`config.mk`:
```
export PLATFORM = sky130hd
export DESIGN_NAME = rtc_timekeeper
export DESIGN_NICKNAME = d
export VERILOG_FILES = /design/src/rtl/rtc_pkg.sv /design/src/rtl/rtc_timekeeper_mod_counter.sv /design/src/rtl/rtc_timekeeper.sv
export SDC_FILE = /design/constraint.sdc
export NUM_CORES = 1
export LEC_CHECK = 0
export ABC_AREA = 1
export CORE_ASPECT_RATIO = 0.9
export CORE_UTILIZATION = 58
export CTS_BUF_LIST = sky130_fd_sc_hd__clkbuf_4
export DETAILED_ROUTE_END_ITERATION = 7
export PLACE_DENSITY = 0.82
export SLEW_MARGIN = 20
export SYNTH_ARGS = -nofsm -noshare
export SYNTH_HDL_FRONTEND = slang
export SYNTH_SLANG_ARGS = --single-unit
```
`constraint.sdc`:
```
create_clock -name clk -period 2.77 [get_ports clk]
set_input_delay 0.831 -clock clk [delete_from_list [all_inputs] [get_ports clk]]
set_output_delay 0.831 -clock clk [all_outputs]
set_load 0.02 [all_outputs]
```
`src/rtl/rtc_pkg.sv`:
```
// Shared constants, set-field encodings and the 24h -> 12h hour mapping
// used by the timekeeping core.
package rtc_pkg;

    // Terminal values of each time field (binary, inclusive)
    localparam int SEC_MAX = 59;
    localparam int MIN_MAX = 59;
    localparam int HR_MAX  = 23;

    // Field selected for manual adjustment; SEL_NONE means normal timekeeping
    typedef enum logic [1:0] {
        SEL_NONE = 2'b00,
        SEL_SEC  = 2'b01,
        SEL_MIN  = 2'b10,
        SEL_HR   = 2'b11
    } set_sel_e;

    // Map an internal 24-hour value (0..23) onto the 12-hour dial (1..12).
    // Midnight and noon both read 12; the pm output tells them apart.
    function automatic logic [4:0] hr_to_12h(input logic [4:0] hr24);
        logic [4:0] hr12;
        if (hr24 == 5'd0) begin
            hr12 = 5'd12;
        end else if (hr24 > 5'd12) begin
            hr12 = hr24 - 5'd12;
        end else begin
            hr12 = hr24;
        end
        return hr12;
    endfunction

endpackage

```
`src/rtl/rtc_timekeeper_mod_counter.sv`:
```
// Wrapping modulo counter, 0..MAX, used for the seconds, minutes and hours
// fields. wrap flags the increment that takes the counter from MAX back to 0
// so the caller can decide whether that carries into the next field.
module mod_counter
    import rtc_pkg::*;
#(
    parameter int MAX = 59,
    parameter int W   = 8
) (
    input  logic         clk,
    input  logic         clr,
    input  logic         inc,
    output logic [W-1:0] value,
    output logic         wrap
);

    logic at_max_s;

    assign at_max_s = (value == W'(MAX));
    assign wrap     = at_max_s & inc;

    // Field register: synchronous clear dominates, otherwise count and wrap at MAX
    always_ff @(posedge clk) begin
        if (clr) begin
            value <= {W{1'b0}};
        end else if (inc) begin
            if (at_max_s) begin
                value <= {W{1'b0}};
            end else begin
                value <= value + W'(1);
            end
        end
    end

endmodule

```
`src/rtl/rtc_timekeeper.sv`:
```
// Timekeeping core: on-chip 1 Hz prescaler driving a sec/min/hr cascade,
// per-field set mode, 12/24-hour display mux and a sticky hh:mm alarm.
module rtc_timekeeper
    import rtc_pkg::*;
#(
    parameter int TICK_DIV = 50_000_000,
    parameter int FIELD_W  = 8
) (
    input  logic               clk,
    input  logic               rst,
    input  logic               run,
    input  logic [1:0]         set_sel,
    input  logic               set_inc,
    input  logic               mode_12h,
    input  logic               disp_sel,
    input  logic               alarm_we,
    input  logic [FIELD_W-1:0] alarm_hh,
    input  logic [FIELD_W-1:0] alarm_mm,
    input  logic               alarm_on,
    input  logic               alarm_clr,
    output logic [FIELD_W-1:0] disp_hi,
    output logic [FIELD_W-1:0] disp_lo,
    output logic               pm,
    output logic               tick_1hz,
    output logic               day_wrap,
    output logic               alarm
);

    localparam int PW = (TICK_DIV > 2) ? $clog2(TICK_DIV) : 1;

    // Prescaler
    logic [PW-1:0]      presc_r;
    logic               counting_s;
    logic               tick_s;

    // Field adjustment strobes
    logic               set_sec_s;
    logic               set_min_s;
    logic               set_hr_s;

    // Cascade
    logic               sec_inc_s;
    logic               min_inc_s;
    logic               hr_inc_s;
    logic [FIELD_W-1:0] sec_r;
    logic [FIELD_W-1:0] min_r;
    logic [FIELD_W-1:0] hr_r;
    logic               sec_wrap_s;
    logic               min_wrap_s;
    logic               hr_wrap_s;
    logic               day_wrap_s;

    // Registered pulses and alarm state
    logic               tick_1hz_r;
    logic               day_wrap_r;
    logic               alarm_r;
    logic [FIELD_W-1:0] alarm_hh_r;
    logic [FIELD_W-1:0] alarm_mm_r;
    logic               alarm_wr_ok_s;
    logic [FIELD_W-1:0] next_min_s;
    logic [FIELD_W-1:0] next_hr_s;
    logic               alarm_set_s;

    // Display
    logic [4:0]         hr12_s;
    logic [FIELD_W-1:0] hr_disp_s;

    // ------------------------------------------------------------------
    // Prescaler: counts only in normal mode with run high, so leaving set
    // mode always restarts a full second before the next tick.
    // ------------------------------------------------------------------
    assign counting_s = run && (set_sel == SEL_NONE);
    assign tick_s     = counting_s && (presc_r == PW'(TICK_DIV - 1));

    // Prescaler register: held at 0 while not counting, wraps on the tick
    always_ff @(posedge clk) begin
        if (rst) begin
            presc_r <= {PW{1'b0}};
        end else if (!counting_s || tick_s) begin
            presc_r <= {PW{1'b0}};
        end else begin
            presc_r <= presc_r + PW'(1);
        end
    end

    // ------------------------------------------------------------------
    // Cascade. Manual increments act on one field only: carries are gated
    // by tick_s, which can never be high while set_sel selects a field.
    // ------------------------------------------------------------------
    assign set_sec_s = set_inc && (set_sel == SEL_SEC);
    assign set_min_s = set_inc && (set_sel == SEL_MIN);
    assign set_hr_s  = set_inc && (set_sel == SEL_HR);

    assign sec_inc_s  = tick_s | set_sec_s;
    assign min_inc_s  = (tick_s & sec_wrap_s) | set_min_s;
    assign hr_inc_s   = (tick_s & sec_wrap_s & min_wrap_s) | set_hr_s;
    assign day_wrap_s = tick_s & sec_wrap_s & min_wrap_s & hr_wrap_s;

    mod_counter #(.MAX(SEC_MAX), .W(FIELD_W)) u_sec (
        .clk   (clk),
        .clr   (rst),
        .inc   (sec_inc_s),
        .value (sec_r),
        .wrap  (sec_wrap_s)
    );

    mod_counter #(.MAX(MIN_MAX), .W(FIELD_W)) u_min (
        .clk   (clk),
        .clr   (rst),
        .inc   (min_inc_s),
        .value (min_r),
        .wrap  (min_wrap_s)
    );

    mod_counter #(.MAX(HR_MAX), .W(FIELD_W)) u_hr (
        .clk   (clk),
        .clr   (rst),
        .inc   (hr_inc_s),
        .value (hr_r),
        .wrap  (hr_wrap_s)
    );

    // One-cycle pulses, registered so they line up with the updated fields
    always_ff @(posedge clk) begin
        if (rst) begin
            tick_1hz_r <= 1'b0;
            day_wrap_r <= 1'b0;
        end else begin
            tick_1hz_r <= tick_s;
            day_wrap_r <= day_wrap_s;
        end
    end

    // ------------------------------------------------------------------
    // Alarm
    // ------------------------------------------------------------------
    assign alarm_wr_ok_s = alarm_we
                        && (alarm_hh <= FIELD_W'(HR_MAX))
                        && (alarm_mm <= FIELD_W'(MIN_MAX));

    // Alarm time registers: out-of-range writes leave the old setting intact
    always_ff @(posedge clk) begin
        if (rst) begin
            alarm_hh_r <= {FIELD_W{1'b0}};
            alarm_mm_r <= {FIELD_W{1'b0}};
        end else if (alarm_wr_ok_s) begin
            alarm_hh_r <= alarm_hh;
            alarm_mm_r <= alarm_mm;
        end
    end

    // hr:min the cascade will hold after a tick that wraps seconds to 0
    always_comb begin
        next_min_s = min_r;
        next_hr_s  = hr_r;
        if (min_wrap_s) begin
            next_min_s = {FIELD_W{1'b0}};
            if (hr_wrap_s) begin
                next_hr_s = {FIELD_W{1'b0}};
            end else begin
                next_hr_s = hr_r + FIELD_W'(1);
            end
        end else begin
            next_min_s = min_r + FIELD_W'(1);
            next_hr_s  = hr_r;
        end
    end

    // Only a real timekeeping tick landing on hh:mm:00 can fire the alarm
    assign alarm_set_s = alarm_on && tick_s && sec_wrap_s
                      && (next_hr_s == alarm_hh_r)
                      && (next_min_s == alarm_mm_r);

    // Sticky alarm flag: a fresh match beats a simultaneous clear
    always_ff @(posedge clk) begin
        if (rst) begin
            alarm_r <= 1'b0;
        end else if (alarm_set_s) begin
            alarm_r <= 1'b1;
        end else if (alarm_clr) begin
            alarm_r <= 1'b0;
        end
    end

    // ------------------------------------------------------------------
    // Display mux, combinational from the field registers
    // ------------------------------------------------------------------
    assign hr12_s = hr_to_12h(hr_r[4:0]);

    // Select 12h or 24h hour presentation
    always_comb begin
        hr_disp_s = hr_r;
        if (mode_12h) begin
            hr_disp_s = {{(FIELD_W - 5){1'b0}}, hr12_s};
        end else begin
            hr_disp_s = hr_r;
        end
    end

    assign disp_hi  = disp_sel ? hr_disp_s : min_r;
    assign disp_lo  = disp_sel ? min_r     : sec_r;
    assign pm       = (hr_r >= FIELD_W'(12));
    assign tick_1hz = tick_1hz_r;
    assign day_wrap = day_wrap_r;
    assign alarm    = alarm_r;

endmodule
```
==> results.md <==
- **highest cell delay on the worst timing path** 0.38 ns
- **Synth Flop Type** sky130_fd_sc_hd__dfxtp_1
- **combinational share of power** 0.117
- **critical path, cell by cell** ha_4 -> nand3_4 -> a31oi_4 -> nor2_4 -> inv_2 -> nor2_2 -> xor2_1 -> inv_1 -> o22ai_1 -> buf_4
- **slew of the pin with the lowest slew margin** 0.4967 ns
- **number of synthesized flops with an enable pin** 0
- **number of global-route vias before repair** 3721
- **Hold Worst Slack** 0.4763 ns
- **highest attainable clock frequency** 0.3624 GHz
- **smallest setup slack after layout** 0.01026 ns
- **leakage power summed over all cells** 2.014 nW
- **layout cell share with drive strength beyond 1** 0.1295
- **switching power summed over all nets** 531.5 uW
- **Hold Path Depth** 2
- **Worst Path Required** 1.94 ns
- **instance count of the mapped netlist** 593
- **Relative slew margins** 0.6663
- **number of distinct library cells after synthesis** 39
- **critical path launch point type** flip-flop
- **count of clock tree sinks** 69
- **antenna violations before repair** 0
- **status** finished, final reports clean
- **nature of the critical path endpoint** output port
- **clock share of power** 0.400
- **number of endpoints failing setup at the final stage** 0
- **via density per instance** 5.471
- **die boundary width** 89.28 microns
- **Yosys warning count** 0
- **Post-synth top cells** 120 x sky130_fd_sc_hd__nand2_1, 86 x sky130_fd_sc_hd__inv_1, 69 x sky130_fd_sc_hd__dfxtp_1, 67 x sky130_fd_sc_hd__nor2_1, 41 x sky130_fd_sc_hd__nand3_1
- **maximum ir drop on the vdd rail** 0.0002707 V
- **register bit count reported by yosys** 69
- **total count of hold-check failures in the final report** 0
- **routability congestion estimate** 0.9030
- **Crit Path Class** reg2out
- **Synthesized Nets** 628
- **total die area** 0.007192 sq mm
- **number of buffers on the longest clock path** 2
- **WL final** 10.37 mm
- **IO buf count** 46
- **starting utilization of the core area** 0.6037
- **worst skew pair latency** 0.45 ns
- **drt wl/cell** 13.61 microns
- **area of the mapped netlist** 0.003976 sq mm
- **share of the yosys chip area belonging to registers** 0.3474
- **largest net degree at the start of global routing** 27
- **RSZ-0062 raised after global routing** yes
- **first-pass GRT wire length** 16.70 mm
- **Final ANT Viol Nets** 0
- **TritonCTS clock tree** yes
- **most numerous cell in the Yosys netlist** sky130_fd_sc_hd__nand2_1
- **worst endpoint data arrival time** 1.93 ns
- **share of the synthesized area in the top cell type** 0.3474
- **proportion of total power due to net switching** 0.2498
- **sum of internal, switching and leakage power** 2.127 mW
- **total CTS buffers** 9
- **layout overhead on the synthesized area** 25.02%
- **global-route congestion overflow total** 0
- **Core ar.** 0.006586 sq mm
- **GR Util All Layers** 0.3027
- **worst hold-check path type** reg2reg
- **Die Y** 80.55 microns
- **Worst Reg2Reg Path Length in Cells** 17
- **dominant cell type by area after synthesis** sky130_fd_sc_hd__dfxtp_1
- **Max FO, Critical Path** 2
- **Sequential Power Share** 0.483
- **minimum setup slack after placement** -0.7157 ns
- **post-route non-filler standard cell count** 762
- **post-route minimum period** 2.760 ns
- **DRC violation count after routing** 0
- **max-cap violations** 0
- **average size of a mapped cell** 6.705 sq um
- **vias** 4169
- **maximum level of the CTS H-tree** 3
- **Diodes inserted** 0
- **placed instance count** 744
- **clock skew after layout** 0.01904 ns
- **max-slew violation total from the final report** 0
- **number of buffers inserted for hold repair after clock tree synthesis** 0
- **share of flip-flops with an asynchronous set or reset** 0
- **clock transition at the registers of the reported paths** 0.11 ns
- **Pre-antenna DRT Iters** 5
- **sum of net half-perimeters after detailed placement** 7.757 mm
- **crit share post-route** 0.9963
- **CP max stage cell** sky130_fd_sc_hd__dfxtp_4
- **largest cells by area after synthesis** sky130_fd_sc_hd__dfxtp_1 35%, sky130_fd_sc_hd__nand2_1 11%, sky130_fd_sc_hd__inv_1 8.1%, sky130_fd_sc_hd__nor2_1 6.3%, sky130_fd_sc_hd__nand3_1 5.2%
- **cell chosen for the clock root** sky130_fd_sc_hd__clkbuf_4
- **drt first-iter violations** 278
- **fin nets** 702
- **total number of placement rows** 28
- **power per cell area** 428.0 mW/mm^2
- **Top Ports** 47
- **fill cell count** 534
- **internal power** 1.596 mW
power groups by stage:
stage | Combinational [mW] | Sequential (mW) | Clock [mW]
finish | 0.249 | 1.03 | 0.851
global route | 0.271 | 1.03 | 0.888
CTS | 0.245 | 1.03 | 0.849
detailed placement | 0.244 | 1.05 | 0
global placement | 0.239 | 1.05 | 0
floorplan | 0.133 | 1.04 | 0
worst paths after layout:
path                                            startpoint                          to  slack (ns)
worst max-delay path            u_hr.value[3]$_SDFFE_PP0N_                  disp_hi[4]        0.01
worst min-delay path            alarm_mm_r[3]$_SDFFE_PP0P_  alarm_mm_r[3]$_SDFFE_PP0P_        0.48
worst max register to register       presc_r[0]$_SDFF_PP0_          alarm$_SDFFE_PP0P_        0.39
worst min register to register  alarm_mm_r[3]$_SDFFE_PP0P_  alarm_mm_r[3]$_SDFFE_PP0P_        0.48
metrics by stage:
stage	setup TNS (ns)	util	instance area (sq um)
after global placement	-7.712	0.7166	4720
final	0	0.7547	4971
after floorplan	0	-	3976
after detailed placement	-8.110	0.7166	4720
after global routing	-0.03903	0.7547	4971
after CTS	0	0.7500	4940
placed cells by master (no fill, tap or decap), types with 11 or more instances in the layout:
cell                              Yosys  routed
sky130_fd_sc_hd__inv_1               86      84
sky130_fd_sc_hd__a21oi_1             37      37
sky130_fd_sc_hd__buf_4                0      28
sky130_fd_sc_hd__nand2_1            120     120
sky130_fd_sc_hd__nor2_1              67      65
sky130_fd_sc_hd__nand4_1             12      12
sky130_fd_sc_hd__clkdlybuf4s50_1      0      27
sky130_fd_sc_hd__nand3_1             41      40
sky130_fd_sc_hd__xor2_1              16      16
sky130_fd_sc_hd__a211oi_1            11      11
sky130_fd_sc_hd__clkbuf_4             0      11
sky130_fd_sc_hd__o21ai_0             34      33
sky130_fd_sc_hd__nor3_1              22      22
sky130_fd_sc_hd__dfxtp_1             69      66
cells by family after synthesis:
family                   Yosys count  share of synthesized area
flip-flops                        69                     0.3474
XOR/XNOR                          18                    0.03965
buffers and inverters            105                     0.1060
AO/OA/AOI/OAI                    100                     0.1457
adder cells (fa/ha/maj)            8                    0.02517
AND/OR/NAND/NOR                  293                     0.3361
state kept, by name, indices dropped and copies added, names as in the netlist:
signal and count:
u_sec.value 8, alarm 1, u_hr.value 8, day_wrap 1, tick_1hz 1, u_min.value 8
alarm_hh_r 8, alarm_mm_r 8, presc_r 26
repair_timing:
action,in CTS,in global routing
buffers inserted,0,1
setup endpoints to repair,16,3
pin swaps,6,4
hold endpoints to repair,0,0
resized for setup,69,8
gates cloned,1,0
area by class of cell:
cell class,instances,area (sq um),area share
Clock buffer,11,82.58,0.01661
Clock inverter,5,98.84,0.01988
Inverter,89,334.1,0.06720
Multi-Input combinational cell,419,2223,0.4473
Sequential cell,69,1388,0.2791
Tap cell,90,112.6,0.02265
Timing Repair Buffer,79,732.0,0.1472
critical path, delay by kind of cell (launching register included):
| family | cells | cell delay (ns) |
|---|---|---|
| AOI/OAI and AO/OA | 2 | 0.22 |
| xor gates and xnor gates | 1 | 0.15 |
| adders and majority gates | 1 | 0.17 |
| buffers and inverters | 3 | 0.27 |
| DFF | 1 | 0.38 |
| and+or+nand+nor | 3 | 0.29 |
routing by layer:
metal	vias to the layer above	GRT usage	share of wire
met5	-	0	0
met4	0	0.08571	0.014
met3	15	0.06064	0.063
met2	141	0.5099	0.49
met1	1921	0.3892	0.43
li1	2092	-	-
(Power assumes the default switching activity.)
